$ cat config.mk
export PLATFORM = sky130hd
export DESIGN_NAME = pong_game_ctrl
export DESIGN_NICKNAME = d
export VERILOG_FILES = /design/src/rtl/pong_pkg.sv /design/src/rtl/pong_tick_div.sv /design/src/rtl/pong_game_ctrl.sv
export SDC_FILE = /design/constraint.sdc
export NUM_CORES = 1
export LEC_CHECK = 0
export CAP_MARGIN = 20
export CORE_ASPECT_RATIO = 1.25
export CORE_MARGIN = 4
export CORE_UTILIZATION = 55
export CTS_BUF_LIST = sky130_fd_sc_hd__clkbuf_4 sky130_fd_sc_hd__clkbuf_8
export DETAILED_ROUTE_END_ITERATION = 10
export PLACE_DENSITY = 0.81
export SLEW_MARGIN = 5
export SYNTH_ARGS = -nofsm -noshare
export SYNTH_HDL_FRONTEND = slang
export SYNTH_HIERARCHICAL = 1
export SYNTH_SLANG_ARGS = --single-unit
$ cat constraint.sdc
create_clock -name clk -period 3.1 [get_ports clk]
set_clock_uncertainty 0.2 [all_clocks]
set_input_delay 0.775 -clock clk [delete_from_list [all_inputs] [get_ports clk]]
set_output_delay 0.775 -clock clk [all_outputs]
set_load 0.02 [all_outputs]
$ cat src/rtl/pong_pkg.sv
// Shared types and widths for the pong game controller: state encoding,
// score width and a saturating score increment.
package pong_pkg;

  localparam int STATE_W = 3;
  localparam int SCORE_W = 4;

  typedef enum logic [STATE_W-1:0] {
    ST_IDLE      = 3'd0,
    ST_SERVE     = 3'd1,
    ST_PLAY      = 3'd2,
    ST_POINT     = 3'd3,
    ST_GAME_OVER = 3'd4
  } state_e;

  function automatic logic [SCORE_W-1:0] sat_inc(input logic [SCORE_W-1:0] s,
                                                 input logic [SCORE_W-1:0] lim);
    return (s >= lim) ? lim : s + SCORE_W'(1);
  endfunction

endpackage

$ cat src/rtl/pong_tick_div.sv
// Frame-tick divider: emits one pulse every div_i ticks; held at zero while clear_i.
module pong_tick_div
  import pong_pkg::*;
(
  input  logic               clk,
  input  logic               rst_n,
  input  logic               clear_i,
  input  logic [SCORE_W-1:0] div_i,
  input  logic               tick_i,
  output logic               pulse_o
);

  logic [SCORE_W-1:0] cnt_q, cnt_d;

  // >= rather than == so a divisor shrinking mid-count still fires promptly
  assign pulse_o = tick_i && !clear_i && (cnt_q >= div_i - SCORE_W'(1));

  always_comb begin
    cnt_d = cnt_q;
    if (clear_i)     cnt_d = '0;
    else if (tick_i) cnt_d = pulse_o ? '0 : cnt_q + SCORE_W'(1);
  end

  always_ff @(posedge clk or negedge rst_n) begin
    if (!rst_n) cnt_q <= '0;
    else        cnt_q <= cnt_d;
  end

endmodule

$ cat src/rtl/pong_game_ctrl.sv
// Pong game sequencing FSM: serve delay, ball step pacing, scoring and game over.
// Define SPEEDUP_EN to shorten the ball step period every 4 paddle hits.
module pong_game_ctrl
  import pong_pkg::*;
#(
  parameter int WIN_SCORE    = 7,
  parameter int SERVE_FRAMES = 60,
  parameter int BASE_DIV     = 4
) (
  input  logic               clk,
  input  logic               reset,
  input  logic               frame_tick,
  input  logic               start,
  input  logic               miss_left,
  input  logic               miss_right,
  input  logic               paddle_collision,
  output logic               ball_reset,
  output logic               move_en,
  output logic               serve_dir,
  output logic [SCORE_W-1:0] score_l,
  output logic [SCORE_W-1:0] score_r,
  output logic [STATE_W-1:0] state,
  output logic               winner
);

  localparam logic [SCORE_W-1:0] WIN  = SCORE_W'(WIN_SCORE);
  localparam logic [SCORE_W-1:0] BASE = SCORE_W'(BASE_DIV);
  localparam int                 SW   = $clog2(SERVE_FRAMES + 1);
  localparam logic [SW-1:0]      SERVE_LAST = SW'(SERVE_FRAMES - 1);

  state_e             state_q;
  logic [SCORE_W-1:0] score_l_q, score_r_q, div_q;
  logic               serve_dir_q, winner_q, step;
  logic [SW-1:0]      serve_cnt_q;

  wire in_play  = (state_q == ST_PLAY);
  wire miss_any = miss_left | miss_right;

  pong_tick_div u_div (
    .clk    (clk),
    .rst_n  (reset),
    .clear_i(!in_play),
    .div_i  (div_q),
    .tick_i (frame_tick),
    .pulse_o(step)
  );

  assign move_en    = step & ~miss_any;
  assign ball_reset = !in_play;
  assign serve_dir  = serve_dir_q;
  assign score_l    = score_l_q;
  assign score_r    = score_r_q;
  assign state      = state_q;
  assign winner     = winner_q;

`ifdef SPEEDUP_EN
  logic [1:0] coll_q;

  // Divisor sits at BASE throughout SERVE, so every rally starts at base speed
  always_ff @(posedge clk or negedge reset) begin
    if (!reset) begin
      div_q  <= BASE;
      coll_q <= '0;
    end else if (state_q == ST_SERVE) begin
      div_q  <= BASE;
      coll_q <= '0;
    end else if (in_play && paddle_collision) begin
      coll_q <= coll_q + 2'd1;
      if (coll_q == 2'd3 && div_q > SCORE_W'(1)) div_q <= div_q - SCORE_W'(1);
    end
  end
`else
  logic unused_coll;
  assign div_q       = BASE;
  assign unused_coll = paddle_collision;
`endif

  always_ff @(posedge clk or negedge reset) begin
    if (!reset) begin
      state_q     <= ST_IDLE;
      score_l_q   <= '0;
      score_r_q   <= '0;
      serve_dir_q <= 1'b1;
      winner_q    <= 1'b0;
      serve_cnt_q <= '0;
    end else begin
      case (state_q)
        ST_IDLE, ST_GAME_OVER: begin
          if (start) begin
            score_l_q   <= '0;
            score_r_q   <= '0;
            serve_dir_q <= 1'b1;
            serve_cnt_q <= '0;
            state_q     <= ST_SERVE;
          end
        end
        ST_SERVE: begin
          if (frame_tick) begin
            serve_cnt_q <= serve_cnt_q + SW'(1);
            if (serve_cnt_q == SERVE_LAST) state_q <= ST_PLAY;
          end
        end
        ST_PLAY: begin
          if (miss_left && !miss_right) begin
            score_r_q   <= sat_inc(score_r_q, WIN);
            serve_dir_q <= 1'b0;
            state_q     <= ST_POINT;
          end else if (miss_right && !miss_left) begin
            score_l_q   <= sat_inc(score_l_q, WIN);
            serve_dir_q <= 1'b1;
            state_q     <= ST_POINT;
          end else if (miss_left && miss_right) begin
            state_q <= ST_POINT;
          end
        end
        ST_POINT: begin
          if (score_l_q == WIN) begin
            winner_q <= 1'b0;
            state_q  <= ST_GAME_OVER;
          end else if (score_r_q == WIN) begin
            winner_q <= 1'b1;
            state_q  <= ST_GAME_OVER;
          end else begin
            serve_cnt_q <= '0;
            state_q     <= ST_SERVE;
          end
        end
        default: state_q <= ST_IDLE;
      endcase
    end
  end

endmodule

==> results of run 1 <==
[timing repair]
action / CTS / global route
setup buffers: 1 / 0
setup endpoints to repair: 1 / 1
gates resized for setup: 5 / 1
pin swaps: 1 / 0
[power by group through the flow]
stage               Combinational [W]  Sequential (W)  Clock, W
finish                       0.000320        0.000396  0.000149
floorplan                    0.000222        0.000413         0
global placement             0.000307        0.000398         0
CTS                          0.000322        0.000395  0.000158
global route                 0.000360        0.000403  0.000170
detailed placement           0.000319        0.000401         0
[placed cells by master, fill, tap and decap left out, drive strengths merged, types with 2 or more instances in the layout]
cell type      netlist  final
dfrtp               22     22
clkdlybuf4s50        0     19
a21oi               13     13
buf                  5     11
inv                 10     10
nand2               10     10
nor2                 9      9
ha                   9      9
nand3                8      8
conb                 2      7
nand2b               7      7
o211ai               7      7
o21ai                7      7
nor2b                4      4
nor3                 4      4
o21a                 4      4
mux2i                4      4
clkbuf               0      4
and2                 3      3
or3b                 3      3
nor3b                3      3
and3b                2      2
nand4bb              2      2
a31oi                2      2
xnor2                2      2
nor4b                2      2
or2                  2      2
[flip-flops by register name (all words and copies together), names as in the netlist]
name         cells
serve_cnt_q      6
score_l          4
score_r          4
u_div/cnt_q      4
state            3
serve_dir        1
winner           1
[how the worst max path moves through the flow]
| stage | start | to | slack [ns] | cells past startpoint |
|---|---|---|---|---|
| 2_1_floorplan | state[2] | move_en | 0.08 | 4 |
| 3_3_place_gp | frame_tick | move_en | -0.26 | 4 |
| 3_5_place_dp | frame_tick | move_en | -0.34 | 4 |
| 4_1_cts | frame_tick | move_en | 0.09 | 4 |
| 5_1_grt | u_div/cnt_q[0] | move_en | 0.03 | 7 |
| 6_report | u_div/cnt_q[0] | move_en | 0.14 | 7 |
[layer usage]
layer  global-route usage  vias up
li1                     -      627
met1                0.253      617
met2                0.355       26
met3               0.0316        6
met4               0.0966        0
met5                    0        -
[metrics by stage]
stage / utilization / instances / power [W] / instance area [sq um] / setup WS, ns
after floorplan: - / 162 / 0.000635 / 1500 / 0.0792
after global placement: 0.714 / 220 / 0.000705 / 1790 / -0.260
after detailed placement: 0.714 / 220 / 0.000720 / 1790 / -0.342
after CTS: 0.732 / 225 / 0.000875 / 1830 / 0.0943
after global routing: 0.734 / 225 / 0.000934 / 1840 / 0.0315
final: 0.734 / 225 / 0.000865 / 1840 / 0.145
[layout make-up]
| class | instances | share of cell area |
|---|---|---|
| clock buffers | 4 | 0.0163 |
| inverters | 10 | 0.0204 |
| multi-input cells | 124 | 0.472 |
| flip-flops and latches | 23 | 0.314 |
| well taps | 33 | 0.0225 |
| repair buffers | 31 | 0.155 |
[kinds of logic (layout without fill, tap and decap cells)]
logic type / count (synthesis) / after routing
XOR/XNOR: 2 / 2
buffers and inverters: 15 / 45
other: 2 / 7
flip-flops: 23 / 23
AND/OR/NAND/NOR: 63 / 63
AO/OA/AOI/OAI: 38 / 38
multiplexers: 5 / 5
adder cells (fa/ha/maj): 9 / 9
==> results.sh, run 1 <==
export IMPL_min_to="serve_cnt_q[0]"
export IMPL_nNetsFinal=209
export IMPL_multi_input_area_sq_um=867
export IMPL_synth_top_cells_by_area="sky130_fd_sc_hd__dfrtp_1 37%, sky130_fd_sc_hd__ha_1 7.6%, sky130_fd_sc_hd__a21oi_1 4.4%"
export IMPL_initial_utilization=0.593
export IMPL_grt_util_all_layers=0.210
export IMPL_global_route_overflow_total=0
export IMPL_r2r_cells=5
export IMPL_rsz0062_at_grt="false"
export IMPL_crit_path_top_delay_cell="sky130_fd_sc_hd__dfrtp_1"
export IMPL_wl_met3_microns=106
export IMPL_cp_data_arrival_time_ns=1.98
export IMPL_layout_filler_cells=195
export IMPL_hold_buf_count_cts=0
export IMPL_worst_r2r_startpoint="score_r[0]"
export IMPL_period_share=0.953
export IMPL_grt_start_max_net_pins=24
export IMPL_worst_setup_hold_path_clk_slew_ns=0.13
export IMPL_grt_pass1_wl_microns=5590
export IMPL_dp_hpwl_microns=2380
export IMPL_post_synth_inst_count=157
export IMPL_holdWs_ns=0.325
export IMPL_dr_top_layer="met4"
export IMPL_synth_compound_area_share=0.174
export IMPL_drt_wl_total_microns=3060
export IMPL_grt_antenna_before_repair=0
export IMPL_setup_reg_to_reg_worst_slack_ns=1.12
export IMPL_route_vias_total=1276
export IMPL_place_gp_congestion=0.736
export IMPL_cp_startpoint_kind="flop"
export IMPL_floorplan_rows=20
export IMPL_critical_path_cell_list="inv_1 -> ha_1 -> nand2b_4 -> a2111oi_4 -> nor4b_2 -> nor3b_2 -> clkdlybuf4s15_2"
export IMPL_fmax_mhz=338
export IMPL_clkLatencyLatePin_ns=0.31
export IMPL_post_synth_and_or_nand_nor_area_fraction=0.262
export IMPL_number_of_distinct_library_cell_variants_in_the_gate_level_netlist_after_synthesis=44
export IMPL_die_h_microns=66.1
export IMPL_die_width_microns=54.5
export IMPL_slowest_delay_ns=0.40
export IMPL_drv_max_cap_violation_count=0
export IMPL_reg_to_reg_endpoint="serve_cnt_q[1]"
export IMPL_net_switching_power_w=0.000305
export IMPL_antenna_cells=0
export IMPL_power_share_sequential=0.458
export IMPL_cp_required_ns=2.12
export IMPL_synth_async_reset_ratio=1.00
export IMPL_critical_path_top_delay_family="flip-flops"
export IMPL_cts_tree="built"
export IMPL_worst_path_buf_inv=2
export IMPL_post_synth_cell_area_avg_sq_um=9.46
export IMPL_ys_seq_area_frac=0.388
export IMPL_synth_most_common_cell="sky130_fd_sc_hd__dfrtp_1"
export IMPL_cts_buffers=3
export IMPL_clock_power_share=0.172
export IMPL_max_clock_path_buffers=2
export IMPL_ir_worst_vdd_uv=331
export IMPL_crit_path_max_fanout=2
export IMPL_report_final_slew_viol_count=0
export IMPL_synth_common_cells="22 x sky130_fd_sc_hd__dfrtp_1, 13 x sky130_fd_sc_hd__a21oi_1, 10 x sky130_fd_sc_hd__inv_1, 10 x sky130_fd_sc_hd__nand2_1"
export IMPL_synth_yosys_warnings=6
export IMPL_viasPerCell=5.67
export IMPL_clk_root_buffer_cell="sky130_fd_sc_hd__clkbuf_4"
export IMPL_floorplan_io_pins=22
export IMPL_drt_pass1_iter_count=4
export IMPL_combinational_family_with_the_most_area_after_synthesis="simple AND/OR/NAND/NOR gates"
export IMPL_yosys_area_top_type="sky130_fd_sc_hd__dfrtp_1"
export IMPL_wl_met1_microns=1250
export IMPL_route_met2_wl_microns=1620
export IMPL_post_synth_fa_ha_maj_area_fraction=0.0758
export IMPL_layout_drive_gt1_share=0.130
export IMPL_classification_of_the_worst_slack_hold_path="flop to flop"
export IMPL_dominantRegCellSynth="sky130_fd_sc_hd__dfrtp_1"
export IMPL_synth_xor_area_share=0.0118
export IMPL_synth_cell_area_sq_um=1490
export IMPL_intPower_w=0.000561
export IMPL_netlist_area_leader_share=0.371
export IMPL_p_leak_nw=0.776
export IMPL_drtIter0Drc=33
export IMPL_fp_coreArea_sq_um=2500
export IMPL_number_of_drc_violations_after_detailed_routing=0
export IMPL_setup_viol_count_final=0
export IMPL_cts_max_level=1
export IMPL_crit_type="flop to primary output"
export IMPL_seq_cell_area_sq_um=577
export IMPL_whs_path_depth=1
export IMPL_worstSetupEndpointType="primary output"
export IMPL_switching_share=0.352
export IMPL_port_buffer_count=20
export IMPL_routed_wire_length_per_instance_microns=13.6
export IMPL_timing_final_hold_violations=0
export IMPL_min_period_ns=2.96
export IMPL_power_density_cell_area_nw_per_um2=471
export IMPL_fp_dieArea_sq_um=3600
export IMPL_synth_mux_area_frac=0.0345
export IMPL_area_delta_synth_final_pct=23.7
export IMPL_synth_seq_cells=23
export IMPL_setup_tns_ns=0
export IMPL_startpoint_of_the_most_critical_hold_path="serve_cnt_q[0]"
export IMPL_synth_enable_flop_cells=0
export IMPL_first_global_vias=1290
export IMPL_outcome="complete, no violations"
export IMPL_ant_nets=0
export IMPL_power_frac_comb=0.370
export IMPL_tritoncts_num_sinks=23
(Power assumes the default switching activity.)
==> run 2: changes to the inputs <==
--- a/config.mk
+++ b/config.mk
@@ -12,6 +12,7 @@
 export CTS_BUF_LIST = sky130_fd_sc_hd__clkbuf_4 sky130_fd_sc_hd__clkbuf_8
 export DETAILED_ROUTE_END_ITERATION = 10
 export PLACE_DENSITY = 0.81
+export RECOVER_POWER = 25
 export SLEW_MARGIN = 5
 export SYNTH_ARGS = -nofsm -noshare
 export SYNTH_HDL_FRONTEND = slang
==> run 2 against run 1 <==
Compared with the run above:
- combinational power about the same
- design area decreased by 0.20%
- largest power group unchanged
- critical path type unchanged
- critical endpoint unchanged
- die area unchanged
- setup slack about the same
==> results.sh, run 2 (synthesis gave the netlist of run 1 again) <==
export IMPL_power_share_sequential=0.458
export IMPL_ant_nets=0
export IMPL_nNetsFinal=209
export IMPL_hold_buf_count_cts=0
export IMPL_floorplan_rows=20
export IMPL_fmax_mhz=338
export IMPL_drv_max_cap_violation_count=0
export IMPL_drtIter0Drc=33
export IMPL_crit_path_top_delay_cell="sky130_fd_sc_hd__dfrtp_1"
export IMPL_min_to="serve_cnt_q[0]"
export IMPL_p_leak_nw=0.772
export IMPL_cts_tree="built"
export IMPL_tritoncts_num_sinks=23
export IMPL_intPower_w=0.000560
export IMPL_number_of_drc_violations_after_detailed_routing=0
export IMPL_report_final_slew_viol_count=0
export IMPL_floorplan_io_pins=22
export IMPL_drt_pass1_iter_count=4
export IMPL_clk_root_buffer_cell="sky130_fd_sc_hd__clkbuf_4"
export IMPL_slowest_delay_ns=0.40
export IMPL_antenna_cells=0
export IMPL_viasPerCell=5.68
export IMPL_layout_filler_cells=195
export IMPL_holdWs_ns=0.325
export IMPL_switching_share=0.352
export IMPL_crit_type="flop to primary output"
export IMPL_fp_dieArea_sq_um=3600
export IMPL_layout_common_cells="22 x sky130_fd_sc_hd__dfrtp_1, 18 x sky130_fd_sc_hd__clkdlybuf4s50_1, 13 x sky130_fd_sc_hd__a21oi_1"
export IMPL_place_gp_congestion=0.736
export IMPL_routed_wire_length_per_instance_microns=13.6
export IMPL_tightest_slew_ns=1.23
export IMPL_area_delta_synth_final_pct=23.4
export IMPL_worstSetupEndpointType="primary output"
export IMPL_largest_reg_flops=6
export IMPL_grt_util_all_layers=0.210
export IMPL_worst_setup_hold_path_clk_slew_ns=0.13
export IMPL_setup_slack_ns=0.145
export IMPL_layout_commonest_cell="sky130_fd_sc_hd__dfrtp_1"
export IMPL_preCtsSetupSlack_ns=-0.342
export IMPL_setup_viol_count_final=0
export IMPL_cts_buffers=3
export IMPL_reg_to_reg_endpoint="serve_cnt_q[1]"
export IMPL_ir_worst_vdd_uv=331
export IMPL_global_route_overflow_total=0
export IMPL_grt_start_max_net_pins=24
export IMPL_startpoint_of_the_most_critical_hold_path="serve_cnt_q[0]"
export IMPL_drt_wl_total_microns=3060
export IMPL_largest_register="serve_cnt_q"
export IMPL_clock_power_share=0.172
export IMPL_power_density_cell_area_nw_per_um2=472
export IMPL_critical_path_cell_list="inv_1 -> ha_1 -> nand2b_4 -> a2111oi_4 -> nor4b_2 -> nor3b_2 -> clkdlybuf4s15_2"
export IMPL_port_buffer_count=20
export IMPL_period_share=0.953
export IMPL_min_period_ns=2.96
export IMPL_max_slew_margin=0.177
export IMPL_first_global_vias=1290
export IMPL_power_frac_comb=0.370
export IMPL_cp_startpoint_kind="flop"
export IMPL_max_clock_path_buffers=2
export IMPL_worst_path_buf_inv=2
export IMPL_setup_reg_to_reg_worst_slack_ns=1.12
export IMPL_classification_of_the_worst_slack_hold_path="flop to flop"
export IMPL_cts_max_level=1
export IMPL_timing_final_hold_violations=0
export IMPL_initial_utilization=0.593
export IMPL_rsz0062_at_grt="false"
export IMPL_grt_antenna_before_repair=0
export IMPL_outcome="complete, no violations"
export IMPL_dp_hpwl_microns=2380
export IMPL_die_h_microns=66.1
export IMPL_layout_drive_gt1_share=0.125
export IMPL_cp_data_arrival_time_ns=1.98
export IMPL_fp_coreArea_sq_um=2500
export IMPL_r2r_cells=5
export IMPL_route_vias_total=1278
export IMPL_die_width_microns=54.5
export IMPL_worst_r2r_startpoint="score_r[0]"
export IMPL_utilization=0.733
export IMPL_crit_path_max_fanout=2
export IMPL_grt_pass1_wl_microns=5590
export IMPL_cp_required_ns=2.12
export IMPL_clkLatencyLatePin_ns=0.31
export IMPL_net_switching_power_w=0.000305
export IMPL_critical_path_top_delay_family="flip-flops"
export IMPL_whs_path_depth=1
-- run 2: cell type report --
| type | instances | area (sq um) | share of cell area |
|---|---|---|---|
| timing repair buffer | 31 | 280 | 0.153 |
| sequential | 23 | 577 | 0.315 |
| multi-input combinational | 124 | 867 | 0.473 |
| inverter | 10 | 37.5 | 0.0205 |
| tap | 33 | 41.3 | 0.0225 |
| clock buffer | 4 | 30.0 | 0.0164 |
-- run 2: worst reg2reg max path: cells and delay by family, from the launching register on --
family / cells / cell delay [ns]
fa+ha+maj: 1 / 0.24
mux: 1 / 0.20
flops: 1 / 0.43
simple gates: 3 / 0.86
-- run 2: worst max path at each step --
stage	slack [ns]	start	end	cells after the start
6_report	0.14	u_div/cnt_q[0]	move_en	7
5_1_grt	0.03	u_div/cnt_q[0]	move_en	7
4_1_cts	0.09	frame_tick	move_en	4
3_5_place_dp	-0.34	frame_tick	move_en	4
3_3_place_gp	-0.26	frame_tick	move_en	4
2_1_floorplan	0.08	state[2]	move_en	4
-- run 2: metrics by stage --
step / TNS, ns / power (W) / area, sq um / instances
final: 0 / 0.000865 / 1830 / 225
after CTS: 0 / 0.000875 / 1830 / 225
after global routing: 0 / 0.000933 / 1830 / 225
after floorplan: 0 / 0.000635 / 1500 / 162
after detailed placement: -0.342 / 0.000720 / 1790 / 220
after global placement: -0.260 / 0.000705 / 1790 / 220
-- run 2: power by group through the flow --
stage / combinational [W] / clock, W / sequential [W]
final: 0.000319 / 0.000149 / 0.000396
after CTS: 0.000322 / 0.000158 / 0.000395
after floorplan: 0.000222 / 0 / 0.000413
after global routing: 0.000359 / 0.000170 / 0.000403
after detailed placement: 0.000319 / 0 / 0.000401
after global placement: 0.000307 / 0 / 0.000398
-- run 2: per-layer routing --
metal  share of wire  GRT usage  vias to the layer above
li1                -          -                      627
met1            0.41      0.253                      619
met2            0.53      0.355                       26
met3           0.034     0.0316                        6
met4           0.026     0.0966                        0
met5               0          0                        -
-- run 2: repair_timing --
item	in CTS	in global routing
setup endpoints to repair	1	1
pin swaps	1	0
resized for setup	5	1
setup buffers	1	0
==> run 3: changes to the inputs <==
==> constraint.sdc (replaced) <==
create_clock -name clk -period 3.1 [get_ports clk]
set_clock_uncertainty 0.2 [all_clocks]
set_input_delay 0.62 -clock clk [delete_from_list [all_inputs] [get_ports clk]]
set_output_delay 0.62 -clock clk [all_outputs]
set_load 0.02 [all_outputs]
==> run 3 against run 2 <==
Compared with the run above:
- first-iteration DRC count is 6.1% higher
- setup slack worse by 0.046 ns
- hold slack worse by 0.0081 ns
- register-to-register slack worse by 0.05 ns
- count of clock-buffer cells in the layout stayed put
- global-route usage is 0.23 points lower
- clock power hardly changed
- maximum frequency is 1.5% lower
- non-clock buffer count is 3 lower
- critical path depth stayed put
- design area is 1.6% lower
- combinational power hardly changed
==> results.sh, run 3 (synthesis gave the netlist of run 1 again) <==
export IMPL_antenna_cells=0
export IMPL_largest_register="serve_cnt_q"
export IMPL_global_route_overflow_total=0
export IMPL_tritoncts_num_sinks=23
export IMPL_cts_setup_buffers=0
export IMPL_grt_util_all_layers=0.208
export IMPL_initial_utilization=0.593
export IMPL_grt_antenna_before_repair=0
export IMPL_period_share=0.968
export IMPL_power_density_cell_area_nw_per_um2=479
export IMPL_critical_path_cell_list="inv_1 -> ha_1 -> nand2b_4 -> a2111oi_4 -> nor4b_2 -> nor3b_1 -> dlygate4sd2_1"
export IMPL_nNetsFinal=206
export IMPL_crit_path_max_fanout=4
export IMPL_floorplan_rows=20
export IMPL_floorplan_io_pins=22
export IMPL_worst_setup_hold_path_clk_slew_ns=0.12
export IMPL_area_delta_synth_final_pct=21.4
export IMPL_cts_tree="built"
export IMPL_routed_wire_length_per_instance_microns=13.9
export IMPL_slowest_delay_ns=0.43
export IMPL_setup_reg_to_reg_worst_slack_ns=1.07
export IMPL_fp_dieArea_sq_um=3600
export IMPL_cp_data_arrival_time_ns=2.18
export IMPL_dp_hpwl_microns=2330
export IMPL_report_final_slew_viol_count=0
export IMPL_min_period_ns=3.00
export IMPL_drv_max_cap_violation_count=0
export IMPL_drtIter0Drc=35
export IMPL_layout_drive_gt1_share=0.101
export IMPL_crit_path_top_delay_cell="sky130_fd_sc_hd__dfrtp_1"
export IMPL_outcome="complete, no violations"
export IMPL_preCtsSetupSlack_ns=-0.0222
export IMPL_route_vias_total=1247
export IMPL_grt_start_max_net_pins=24
export IMPL_cts_buffers=3
export IMPL_place_gp_congestion=0.800
export IMPL_fmax_mhz=333
export IMPL_max_slew_margin=0.150
export IMPL_clk_root_buffer_cell="sky130_fd_sc_hd__clkbuf_4"
export IMPL_p_leak_nw=0.760
export IMPL_tightest_slew_ns=1.28
export IMPL_largest_reg_flops=6
export IMPL_layout_cell_area_non_filler_sq_um=1800
export IMPL_power_share_sequential=0.458
export IMPL_cp_required_ns=2.28
export IMPL_rsz0062_at_grt="false"
export IMPL_setup_slack_ns=0.0982
export IMPL_post_layout_nonfiller_instances=222
export IMPL_layout_common_cells="22 x sky130_fd_sc_hd__dfrtp_1, 18 x sky130_fd_sc_hd__clkdlybuf4s50_1, 13 x sky130_fd_sc_hd__a21oi_1"
export IMPL_power_frac_comb=0.370
export IMPL_layout_filler_cells=204
export IMPL_switching_share=0.352
export IMPL_worstSetupEndpointType="primary output"
export IMPL_cts_max_level=1
export IMPL_clkLatencyLatePin_ns=0.31
export IMPL_number_of_drc_violations_after_detailed_routing=0
export IMPL_die_width_microns=54.5
export IMPL_ir_worst_vdd_uv=420
export IMPL_classification_of_the_worst_slack_hold_path="flop to flop"
export IMPL_net_switching_power_w=0.000304
export IMPL_intPower_w=0.000559
export IMPL_clock_power_share=0.172
export IMPL_first_global_vias=1259
export IMPL_viasPerCell=5.62
export IMPL_setup_tns_ns=0
export IMPL_ant_nets=0
export IMPL_holdWs_ns=0.317
export IMPL_drt_wl_total_microns=3080
export IMPL_setup_viol_count_final=0
export IMPL_fp_coreArea_sq_um=2500
export IMPL_postPlaceCellArea_sq_um=1770
export IMPL_cp_startpoint_kind="flop"
export IMPL_port_buffer_count=20
export IMPL_timing_final_hold_violations=0
export IMPL_max_clock_path_buffers=2
export IMPL_die_h_microns=66.1
export IMPL_crit_type="flop to primary output"
export IMPL_drt_pass1_iter_count=4
export IMPL_layout_commonest_cell="sky130_fd_sc_hd__dfrtp_1"
export IMPL_grt_pass1_wl_microns=5490
export IMPL_place_detailed_instances=218
## run 3: power by group through the flow
stage | sequential, W | clock (W) | combinational (W)
after floorplan | 0.000413 | 0 | 0.000222
after global placement | 0.000398 | 0 | 0.000309
after detailed placement | 0.000402 | 0 | 0.000321
after CTS | 0.000396 | 0.000158 | 0.000322
after global routing | 0.000406 | 0.000169 | 0.000361
final | 0.000395 | 0.000149 | 0.000320
## run 3: repair_timing
item                       in CTS  in global routing
hold buffers                    0                  0
gates resized for setup         2                  0
setup endpoints to repair       1                  0
## run 3: through the flow
step                       util  total power, W
final                     0.721        0.000863
after global routing      0.721        0.000935
after floorplan               -        0.000635
after CTS                 0.722        0.000876
after global placement    0.708        0.000707
after detailed placement  0.708        0.000723
## run 3: layout make-up
| type | instances | area (sq um) | area share |
|---|---|---|---|
| multi-input cells | 124 | 862 | 0.478 |
| flip-flops and latches | 23 | 577 | 0.320 |
| repair buffers | 28 | 255 | 0.142 |
| well taps | 33 | 41.3 | 0.0229 |
| inverters | 10 | 37.5 | 0.0208 |
| clock buffers | 4 | 30.0 | 0.0167 |
## run 3: final timing paths
kind / startpoint / to / cells past startpoint
max: u_div/cnt_q[0] / move_en / 7
min: serve_cnt_q[0] / serve_cnt_q[0] / 1
max reg2reg: score_r[0] / serve_cnt_q[1] / 5
min reg2reg: serve_cnt_q[0] / serve_cnt_q[0] / 1
max in group asynchronous: reset / score_r[0] / 2
min in group asynchronous: reset / u_div/cnt_q[2] / 2
## run 3: layer usage
metal | GRT usage | share of wire
met1 | 0.235 | 0.42
met2 | 0.367 | 0.52
met3 | 0.0384 | 0.036
met4 | 0.0841 | 0.021
met5 | 0 | 0
## run 3: critical path, delay by kind of cell (launching register included)
kind	cells	cell delay (ns)
adders and majority gates	1	0.22
and+or+nand+nor	3	0.41
DFF	1	0.43
buffers and inverters	2	0.41
AOI/OAI and AO/OA	1	0.40
